**src/rtl/irq_dispatch_ctrl.sv**
```systemverilog
// Interrupt request/priority/dispatch controller: IF/IE registers, delayed-EI master
// enable and a late-priority vector handshake with the sequencer.
module irq_dispatch_ctrl #(
    parameter int unsigned NCH      = 8,
    parameter logic [7:0]  VEC_BASE = 8'h40,
    parameter logic [7:0]  VEC_STEP = 8'd8
) (
    input  logic           clk_i,
    input  logic           sync_res_i,
    input  logic [NCH-1:0] irq_trig_i,
    input  logic           reg_sel_i,
    input  logic           reg_wr_i,
    input  logic [NCH-1:0] reg_wdata_i,
    output logic [NCH-1:0] reg_rdata_o,
    input  logic           ei_i,
    input  logic           di_i,
    input  logic           reti_i,
    input  logic           insn_end_i,
    input  logic           dispatch_i,
    input  logic           ack_stb_i,
    output logic           int_req_o,
    output logic           wake_o,
    output logic           ime_o,
    output logic [7:0]     vec_o,
    output logic           vec_valid_o,
    output logic [NCH-1:0] irq_ack_o
);

    localparam int unsigned IW = (NCH > 1) ? $clog2(NCH) : 1;

    typedef enum logic [1:0] {ST_IDLE, ST_WAIT, ST_VEC} state_e;

    state_e         state_q;
    logic [NCH-1:0] prev_q, if_q, if_d, ie_q, ie_d, irq_ack_q;
    logic [NCH-1:0] pend, trig_edge, sel_onehot;
    logic           ime_q, ime_d, ei_pend_q, ei_pend_d, vec_valid_q;
    logic [7:0]     vec_q, vec_calc;
    logic [IW-1:0]  sel_idx;
    logic           take;

    assign pend      = if_q & ie_q;
    assign trig_edge = irq_trig_i & ~prev_q;
    assign take      = (state_q == ST_IDLE) && dispatch_i && int_req_o;

    assign reg_rdata_o = reg_sel_i ? ie_q : if_q;
    assign wake_o      = |pend;
    assign int_req_o   = ime_q & wake_o;
    assign ime_o       = ime_q;
    assign vec_o       = vec_q;
    assign vec_valid_o = vec_valid_q;
    assign irq_ack_o   = irq_ack_q;

    // Lowest pending index wins; scanning downwards leaves it as the final assignment.
    always_comb begin
        sel_idx    = '0;
        sel_onehot = '0;
        for (int i = int'(NCH) - 1; i >= 0; i--) begin
            if (pend[i]) begin
                sel_idx       = IW'(i);
                sel_onehot    = '0;
                sel_onehot[i] = 1'b1;
            end
        end
        vec_calc = VEC_BASE + 8'(sel_idx) * VEC_STEP;
    end

    always_comb begin
        if_d = if_q;
        ie_d = ie_q;
        if (reg_wr_i) begin
            if (reg_sel_i) ie_d = reg_wdata_i;
            else           if_d = reg_wdata_i;
        end
        // A fresh edge on the acknowledged line survives its own clear.
        if_d = (if_d & ~irq_ack_q) | trig_edge;
    end

    // Later assignments take precedence: DI over dispatch entry over RETI over EI.
    always_comb begin
        ime_d     = ime_q;
        ei_pend_d = ei_pend_q;
        if (ei_pend_q && insn_end_i) begin
            ime_d     = 1'b1;
            ei_pend_d = 1'b0;
        end
        if (ei_i) ei_pend_d = 1'b1;
        if (reti_i) begin
            ime_d     = 1'b1;
            ei_pend_d = 1'b0;
        end
        if (take || di_i) begin
            ime_d     = 1'b0;
            ei_pend_d = 1'b0;
        end
    end

    always_ff @(posedge clk_i) begin
        if (sync_res_i) begin
            prev_q    <= '1;
            if_q      <= '0;
            ie_q      <= '0;
            ime_q     <= 1'b0;
            ei_pend_q <= 1'b0;
        end else begin
            prev_q    <= irq_trig_i;
            if_q      <= if_d;
            ie_q      <= ie_d;
            ime_q     <= ime_d;
            ei_pend_q <= ei_pend_d;
        end
    end

    always_ff @(posedge clk_i) begin
        if (sync_res_i) begin
            state_q     <= ST_IDLE;
            vec_q       <= 8'h00;
            vec_valid_q <= 1'b0;
            irq_ack_q   <= '0;
        end else begin
            vec_valid_q <= 1'b0;
            irq_ack_q   <= '0;
            case (state_q)
                ST_IDLE: if (take) state_q <= ST_WAIT;
                ST_WAIT: begin
                    if (ack_stb_i) begin
                        state_q     <= ST_VEC;
                        vec_valid_q <= 1'b1;
                        irq_ack_q   <= sel_onehot;
                        // Nothing left pending at sample time: cancelled entry uses vector 0.
                        vec_q       <= (|pend) ? vec_calc : 8'h00;
                    end
                end
                ST_VEC:  state_q <= ST_IDLE;
                default: state_q <= ST_IDLE;
            endcase
        end
    end

endmodule

```
**config.mk**
```make
export PLATFORM = sky130hd
export DESIGN_NAME = irq_dispatch_ctrl
export DESIGN_NICKNAME = d
export VERILOG_FILES = /design/src/rtl/irq_dispatch_ctrl.sv
export SDC_FILE = /design/constraint.sdc
export NUM_CORES = 1
export LEC_CHECK = 0
export BUFFER_PORTS_ARGS = -buffer_cell sky130_fd_sc_hd__buf_4
export CAP_MARGIN = 20
export CORE_MARGIN = 4
export CORE_UTILIZATION = 50
export CTS_BUF_LIST = sky130_fd_sc_hd__clkbuf_16
export CTS_CLUSTER_DIAMETER = 30
export DETAILED_ROUTE_END_ITERATION = 12
export GPL_TIMING_DRIVEN = 1
export HOLD_SLACK_MARGIN = 0.03
export PLACE_DENSITY_LB_ADDON = 0.3
export REMOVE_ABC_BUFFERS = 1
export SLEW_MARGIN = 15
export SYNTH_ARGS = -nofsm -noshare
export SYNTH_HDL_FRONTEND = slang
export SYNTH_SLANG_ARGS = --single-unit
```
**constraint.sdc**
```tcl
create_clock -name clk_i -period 1.35 [get_ports clk_i]
set_clock_uncertainty 0.05 [all_clocks]
set_input_delay 0.0675 -clock clk_i [delete_from_list [all_inputs] [get_ports clk_i]]
set_output_delay 0.0675 -clock clk_i [all_outputs]
set_load 0.01 [all_outputs]
```
==> flow_summary.yaml, run 1 <==
run_status:
  outcome: "complete, but fails checks"
  violations: "setup timing"
power_and_ir_drop:
  powerDensity_nw_per_um2: 1064
  p_sw_share_pct: 22.75
  power_frac_comb_pct: 14.2
  p_leak_nw: 1.251
  ir_worst_vdd_mv: 1.066
  clkPwrFrac_pct: 39.1
  p_int_mw: 2.154
  switching_power_mw: 0.6344
  power_frac_seq_pct: 46.8
floorplanning:
  die_x_um: 67.25
  io_pins: 54
  die-area_um2: 4523
  core_area_um2: 3363
  die_h_um: 67.25
  initial_core_util_pct: 52.19
  row_count: 21
timing:
  fmaxAchievable_mhz: 719.2
  final_hold_viol_count: 0
  rsz0062_at_grt: "true"
  fin_tns_setup_ns: -0.09771
  setup_slack_ns: -0.04043
  fin_crit_ns: 1.390
  fin_hold_ws_ns: 0.05206
  finalCritPeriodShare_pct: 103.0
  setup_viol_count_final: 3
  timing.final.max_slew_violations: 0
global_route:
  gr-total-overflow: 0
  grt_pass1_vias: 1572
  antenna_found_initial: 0
  grt_use_total_pct: 21.92
  grt_max_degree: 20
  grt_pass1_wl_um: 7231
drt:
  route.met2.wl_um: 2100
  wl_met3_um: 320
  via_per_inst: 5.070
  drtIter0Drc: 53
  firstDrtPassIters: 4
  drc: 0
  antenna_left: 0
  dr.max_layer_used: "met4"
  wirelength_um: 4448
  wirelength_met1_um: 1910
  via_count: 1597
  wl_per_cell_um: 14.12
synth:
  syn_area_um2: 1755
  seq_area_frac_synth_pct: 46.76
  async_flop_share_pct: 0
  synth_common_cells: "dfxtp_1 (41), nand2_1 (23), a21oi_1 (12)"
  yosysTopAreaCell: "dfxtp_1"
  synthTopCellsByArea: "dfxtp_1 (47%), mux2_2 (5.1%), nand2_1 (4.9%)"
  synth_edf_count: 0
  synth_flop_cell: "dfxtp_1"
  yosysUniqueCellTypes: 33
  synth_seq_cells: 41
  synth_top_area_share_pct: 46.76
  yosysWarningCount: 0
  syn_avg_cell_area_um2: 9.438
  synth.most_common_cell: "dfxtp_1"
  syn_inst: 186
clock_tree:
  cts_tree: "yes"
  cts.sinks: 41
  cts_made_buffers: 5
  path_clk_slew_ns: 0.05
  clk_latency_ns: 0.28
  cts-root-buf: "clkbuf_16"
  clock_path_buffers: 2
  cts_htree_levels: 2
cells_and_area:
  fin_cells: 315
  final_area_um2: 2621
  num_antenna_cells: 0
  n_fill_cell: 237
  final_util_pct: 77.94
  area_growth_pct: 49.32
  layout.nets: 294
  drive_gt1_share_pct: 38.29
critical_path:
  slowest_stage: "dfxtp_1"
  endpoint_kind: "primary output"
  worstPathRequired_ns: 1.23
  r2r_setup_slack_ns: -0.04
  cpPeakStageDelay_ns: 0.33
  critical_path_class: "reg -> out"
  worstPathCellList: "a22oi_4 -> nand4_4 -> and2_4 -> buf_6"
  cp-start-kind: "flop"
  worstPathMaxFanout: 3
  cp_data_arrival_time_ns: 1.27
placement:
  gp_congestion: 0.7923
  hpwl_um: 2906
  post_dp_cell_area_um2: 2188
  io_buffer_count: 49
  numPlacedInstances: 281
min_path:
  min_path_type: "in -> reg"
flow_run:
  max_cap_violations: 0
[stage by stage]
| stage | worst slack (ns) | total power [mW] |
|---|---|---|
| finish | -0.04043 | 2.789 |
| detailed placement | 0.07268 | 1.645 |
| floorplan | 0.06429 | 1.473 |
| global route | -0.09842 | 2.929 |
| global placement | 0.1020 | 1.641 |
| CTS | -0.03864 | 2.807 |
[state kept, by name, summed over array words and instances, names as in the netlist]
name,count
irq_ack_o,8
state_q,2
ei_pend_q,1
ie_q,8
ime_o,1
prev_q,8
vec_valid_o,1
if_q,8
vec_o,4
[cell families after synthesis]
| family | synth area share [%] |
|---|---|
| flip-flops | 46.76 |
| AND/OR/NAND/NOR | 24.09 |
| AO/OA/AOI/OAI | 13.69 |
| multiplexers | 9.694 |
| buffers and inverters | 5.559 |
| other | 0.2136 |
[critical path: cells and delay by family (launching register included)]
| family | cells | cell delay [ns] |
|---|---|---|
| AO/OA/AOI/OAI | 1 | 0.24 |
| AND/OR/NAND/NOR | 2 | 0.31 |
| buffers and inverters | 1 | 0.11 |
| flip-flops | 1 | 0.33 |
[power by group through the flow]
stage,Sequential (mW),Clock (mW),Combinational (mW)
after global placement,1.33,0,0.315
after global routing,1.31,1.19,0.434
final,1.30,1.09,0.395
after CTS,1.30,1.12,0.387
after floorplan,1.32,0,0.150
after detailed placement,1.33,0,0.316
[timing repair]
action                                  4_1_cts  5_1_grt
gates cloned                                  0        0
hold endpoints to repair                     18        0
endpoints found under the setup margin        2       11
buffers inserted                              6        0
gates resized for setup                      10       11
hold buffers                                 20        0
pin swaps                                     6        7
[area by class of cell]
class / count / area (µm²) / area share (%)
well taps: 46 / 57.56 / 2.196
clock inverters: 3 / 11.26 / 0.4296
multi-input cells: 128 / 865.8 / 33.03
flip-flops and latches: 41 / 835.8 / 31.89
repair buffers: 83 / 691.9 / 26.40
inverters: 9 / 33.78 / 1.289
clock buffers: 5 / 125.1 / 4.773
[layout by cell type, fill, tap and decap left out, types with 2 or more instances in the layout]
cell / count
nand2b_1: 2
nor3_1: 3
clkbuf_16: 5
dlygate4sd3_1: 20
nand3b_1: 2
a22oi_4: 4
buf_4: 58
nor2b_1: 8
nor2_1: 8
nor3b_1: 2
or2_2: 8
dfxtp_4: 2
inv_1: 12
o22ai_1: 8
nand3_1: 11
mux2_2: 8
conb_1: 4
a21oi_1: 11
and2_1: 2
dfxtp_1: 33
buf_6: 5
nor3_2: 2
dfxtp_2: 6
mux2i_1: 8
nand2_1: 23
[routing by layer]
layer	up-vias	track usage, %
met5	-	0
met4	0	10.63
met3	12	7.820
met2	62	33.62
met1	727	27.24
li1	796	-
[worst paths after layout]
path / startpoint / end / cells past startpoint
worst max-delay path: if_q[6]$_SDFF_PP0_ / int_req_o / 4
worst min-delay path: sync_res_i / ie_q[5]$_SDFFE_PP0P_ / 2
worst max register to register: if_q[6]$_SDFF_PP0_ / ei_pend_q$_SDFFE_PP0P_ / 5
worst min register to register: vec_o[4]$_SDFFE_PP0N_ / vec_o[4]$_SDFFE_PP0N_ / 2
Note: power is estimated with default switching activity, not from simulation.
==> run 2: changes to the inputs <==
ABC_AREA = 1   (was default)
==> run 2 against run 1 <==
Area after synthesis down 2.8%. Power down 0.21%. Largest cell class is now sequential cells. Clock-buffer cell count unchanged. Register-to-register slack better by 0.21 ns. Combinational power is 3% lower. Sequential share of layout area up 2.0 points. First-iteration DRC count grew 9.4%. Critical path type unchanged. The flow now finishes without violations. Critical path depth up 1. Global-route usage decreased by 1.6 points.
==> flow_summary.yaml, run 2 <==
run_status:
  outcome: "completed"
timing:
  fin_hold_ws_ns: 0.03847
  fmaxAchievable_mhz: 766.4
  setup_viol_count_final: 0
  timing.final.max_slew_violations: 0
  fin_crit_ns: 1.305
  final_hold_viol_count: 0
  finalCritPeriodShare_pct: 96.65
critical_path:
  cpMostUsedCell: "nand2_2"
  worstPathMaxFanout: 6
  worstPathCellList: "nand2_4 -> nand2_2 -> nor2_4 -> nand2_2 -> buf_4"
  r2r_setup_slack_ns: 0.17
  r2r-end: "vec_o[4]$_SDFFE_PP0N_"
  cp_data_arrival_time_ns: 1.19
  slowest_stage: "dfxtp_2"
  endpoint_kind: "primary output"
  worstPathRequired_ns: 1.23
  reg2reg_from: "state_q[1]$_SDFFE_PP0P_"
  cpPeakStageDelay_ns: 0.34
  critical_path_class: "reg -> out"
  cp-start-kind: "flop"
  ff2ff_path_depth: 5
drt:
  via_count: 1630
  drtIter0Drc: 58
  drc: 0
  antenna_left: 0
  wl_per_cell_um: 11.78
  wirelength_um: 4028
  via_per_inst: 4.766
  firstDrtPassIters: 4
cells_and_area:
  num_antenna_cells: 0
  final_cell_mix: "buf_4 (51), nand2_1 (37), dfxtp_1 (35)"
  area_growth_pct: 43.25
  final_area_um2: 2445
  drive_gt1_share_pct: 30.54
  layout_commonest_cell: "buf_4"
  layout.nets: 323
clock_tree:
  cts.sinks: 41
  cts_made_buffers: 5
  clock_path_buffers: 2
  cts-root-buf: "clkbuf_16"
  path_clk_slew_ns: 0.05
  cts_htree_levels: 2
  clk_latency_ns: 0.28
  cts_tree: "yes"
floorplanning:
  die_x_um: 66.43
  die_h_um: 66.43
  die-area_um2: 4412
  core_area_um2: 3153
  row_count: 20
  initial_core_util_pct: 54.13
  io_pins: 54
synth:
  yosysTopAreaCell: "dfxtp_1"
  synth_flop_cell: "dfxtp_1"
  synth.most_common_cell: "dfxtp_1"
  yosysWarningCount: 0
  synth_edf_count: 0
  async_flop_share_pct: 0
  synthTopCellsByArea: "dfxtp_1 (48%), nand2_1 (8.6%), nor2_1 (6.6%)"
  synth_top_area_share_pct: 48.09
  syn_inst: 228
  synth_common_cells: "dfxtp_1 (41), nand2_1 (39), nor2_1 (30)"
  yosysUniqueCellTypes: 22
  seq_area_frac_synth_pct: 48.09
  syn_avg_cell_area_um2: 7.485
  synth_seq_cells: 41
  syn_area_um2: 1707
placement:
  gp_congestion: 0.7648
  io_buffer_count: 49
  post_dp_cell_area_um2: 2081
  hpwl_um: 2636
power_and_ir_drop:
  powerDensity_nw_per_um2: 1138
  p_leak_nw: 1.151
  ir_worst_vdd_mv: 0.9458
global_route:
  grt_use_total_pct: 20.34
  met2_usage_pct: 35.56
  use_met1_pct: 23.01
  antenna_found_initial: 0
  grt-busiest-layer: "met2"
  grt_pass1_vias: 1560
  gr-total-overflow: 0
  use_met3_pct: 6.293
  grt_pass1_wl_um: 6741
  grt_max_degree: 23
min_path:
  min_from: "ack_stb_i"
  min_to: "state_q[0]$_SDFFE_PP0P_"
  min_path_type: "in -> reg"
  worstHoldPathCells: 4
flow_run:
  max_cap_violations: 0
## run 2: changes by cell type after synthesis, sizes merged, moves of 8 or more
cell,delta
a21oi,+11
inv,+20
mux2,-8
mux2i,-8
nand2,+23
nor2,+24
nor2b,-8
o21ai,+23
o22ai,-8
## run 2: per-stage QoR
step	util (%)	total power [mW]	setup TNS (ns)	worst slack, ns	cells
after CTS	76.39	2.778	0	0.008661	341
after global routing	77.54	2.911	-0.007223	-0.007223	342
after detailed placement	65.99	1.643	0	0.2227	315
after floorplan	-	1.486	0	0.2872	221
final	77.54	2.783	0	0.04524	342
after global placement	65.99	1.637	0	0.2659	315
## run 2: power by group
part / total, mW / internal (mW) / leakage [nW] / switching [mW]
Clock: 1.10 / 0.667 / 0.0687 / 0.431
Sequential: 1.30 / 1.27 / 0.339 / 0.0353
Combinational: 0.384 / 0.195 / 0.744 / 0.189
## run 2: kinds of logic (layout without fill, tap and decap cells)
family                 Yosys count  count (layout)  share of synthesized area, %
AO/OA/AOI/OAI                   47              47                         14.22
other                            1               4                        0.2197
flip-flops                      41              41                         48.09
buffers and inverters           39             106                         10.34
AND/OR/NAND/NOR                100             100                         27.13
## run 2: timing repair
item / 4_1_cts / 5_1_grt
buffers inserted: 0 / 1
hold buffers: 18 / 0
endpoints found under the hold margin: 22 / 0
pin swaps: 0 / 5
endpoints found under the setup margin: 2 / 2
gates resized for setup: 4 / 10
## run 2: worst max-delay path by stage
| stage | endpoint | slack [ns] | from | cells after the start |
|---|---|---|---|---|
| CTS | int_req_o | 0.009 | ie_q[6]$_SDFFE_PP0P_ | 5 |
| finish | wake_o | 0.05 | ie_q[1]$_SDFFE_PP0P_ | 5 |
| floorplan | ei_pend_q$_SDFFE_PP0P_ | 0.29 | ie_q[2]$_SDFFE_PP0P_ | 7 |
| global placement | vec_o[4]$_SDFFE_PP0N_ | 0.27 | state_q[0]$_SDFFE_PP0P_ | 4 |
| global route | wake_o | -0.007 | ie_q[1]$_SDFFE_PP0P_ | 5 |
| detailed placement | ei_pend_q$_SDFFE_PP0P_ | 0.22 | ie_q[6]$_SDFFE_PP0P_ | 7 |
## run 2: routing by layer
layer / part of all wire [%] / up-vias / routed length (µm)
met5: 0 / - / 0
met4: 1.3 / 0 / 51
met3: 6.8 / 5 / 274
met2: 50 / 49 / 2001
met1: 42 / 730 / 1701
li1: - / 846 / -
## run 2: worst max-delay path: cells and delay by family (launching register included)
kind	cells	cell delay [ns]
and+or+nand+nor	4	0.42
DFF	1	0.34
buffers and inverters	1	0.15
## run 2: cell type report
type                       count  area, µm²
sequential                    41      828.3
fill                         262      708.2
inverter                      29      108.9
timing repair buffer          69      563.0
tap                           44      55.05
multi-input combinational    151      752.0
clock inverter                 3      12.51
clock buffer                   5      125.1
==> run 3: changes to the inputs <==
CORE_UTILIZATION = 25   (was 50)
==> run 3 against run 2 <==
Setup slack improved by 0.0049 ns. Final cell count grew 9.9%. Global-route usage down 9.6 points. First-iteration DRC count grew 50%. Die area increased by 86%. Non-clock buffer count is 2 higher. Critical path type unchanged. Largest power group unchanged.
==> flow_summary.yaml, run 3 (same netlist as run 2, synthesis figures left out) <==
power_and_ir_drop:
  ir_worst_vdd_mv: 0.5526
  p_leak_nw: 1.169
  powerDensity_nw_per_um2: 1114
clock_tree:
  clk_latency_ns: 0.28
  cts_htree_levels: 2
  path_clk_slew_ns: 0.06
  cts_tree: "yes"
  cts_made_buffers: 5
  cts-root-buf: "clkbuf_16"
  cts.sinks: 41
  clock_path_buffers: 2
timing:
  setup_viol_count_final: 0
  setup_slack_ns: 0.05018
  timing.final.max_slew_violations: 0
  fmaxAchievable_mhz: 769.3
  final_hold_viol_count: 0
  fin_crit_ns: 1.300
  finalCritPeriodShare_pct: 96.28
global_route:
  antenna_found_initial: 0
  grt-busiest-layer: "met2"
  grt_pass1_vias: 1519
  grt_use_total_pct: 10.78
  grt_pass1_wl_um: 7189
  use_met3_pct: 3.167
  grt_max_degree: 19
  gr-total-overflow: 0
  use_met1_pct: 13.75
  met2_usage_pct: 17.42
cells_and_area:
  drive_gt1_share_pct: 30.43
  final_area_um2: 2500
  final_cell_mix: "buf_4 (53), dfxtp_1 (37), nand2_1 (35)"
  layout.nets: 325
  area_growth_pct: 46.48
  layout_commonest_cell: "buf_4"
  num_antenna_cells: 0
run_status:
  outcome: "completed"
drt:
  firstDrtPassIters: 4
  via_per_inst: 4.250
  antenna_left: 0
  via_count: 1598
  wl_per_cell_um: 11.42
  wirelength_um: 4293
  drc: 0
  drtIter0Drc: 87
critical_path:
  endpoint_kind: "primary output"
  cp_data_arrival_time_ns: 1.18
  worstPathRequired_ns: 1.23
  worstPathMaxFanout: 5
  ff2ff_path_depth: 8
  cp-start-kind: "flop"
  critical_path_class: "reg -> out"
placement:
  gp_congestion: 0.7543
  io_buffer_count: 49
  hpwl_um: 3175
  pre_cts_slack_ns: 0.1411
  post_dp_cell_area_um2: 2122
floorplanning:
  die-area_um2: 8212
  die_h_um: 90.62
  core_area_um2: 6495
  io_pins: 54
  initial_core_util_pct: 26.28
  row_count: 29
  die_x_um: 90.62
min_path:
  min_path_type: "in -> reg"
  worstHoldPathCells: 4
flow_run:
  max_cap_violations: 0
## run 3: worst paths after layout
check / startpoint / slack [ns] / end
max: ie_q[0]$_SDFFE_PP0P_ / 0.05 / int_req_o
min: ack_stb_i / 0.03 / state_q[0]$_SDFFE_PP0P_
max reg2reg: ie_q[0]$_SDFFE_PP0P_ / 0.14 / ei_pend_q$_SDFFE_PP0P_
min reg2reg: vec_o[5]$_SDFFE_PP0N_ / 0.42 / vec_o[5]$_SDFFE_PP0N_
## run 3: metal layers
metal | wire length (µm) | part of all wire, % | vias up
li1 | - | - | 846
met4 | 45 | 1.0 | 0
met1 | 2065 | 48 | 717
met5 | 0 | 0 | -
met2 | 1986 | 46 | 31
met3 | 196 | 4.6 | 4
## run 3: report_power, final
part           internal (mW)  leakage (nW)  switching (mW)  total, mW
clock network          0.660        0.0685           0.435       1.10
logic                  0.198         0.762           0.188      0.386
registers               1.27         0.338          0.0390       1.30
## run 3: area by class of cell
cell class                 instances  area [µm²]
tap                               77       96.34
multi-input combinational        151       758.2
inverter                          29       108.9
fill                             676        3995
sequential                        41       825.8
clock buffer                       5       125.1
clock inverter                     2       7.507
timing repair buffer              71       578.1
## run 3: worst max-delay path, cell delays in order (launching register included)
cell and delay [ns]:
dfxtp_2 0.34, nand2_4 0.09, nand2_2 0.07, nor2_4 0.17, a21oi_1 0.09, buf_4 0.15
## run 3: repair_timing
action | CTS | global route
endpoints found under the setup margin | 2 | 2
hold endpoints to repair | 23 | 0
resized for setup | 4 | 10
buffers inserted | 0 | 3
hold buffers | 18 | 0
pin swaps | 0 | 4
## run 3: per-stage QoR
step           std cells  util [%]  power (mW)  setup TNS (ns)  hold slack, ns
6_report             376     38.49       2.785               0         0.03202
5_1_grt              376     38.49       2.919       -0.006125         0.05522
4_1_cts              373     37.72       2.799               0         0.03042
3_5_place_dp         348     32.67       1.651               0          0.2034
3_3_place_gp         348     32.67       1.647               0          0.2002
2_1_floorplan        221         -       1.486               0         0.08657
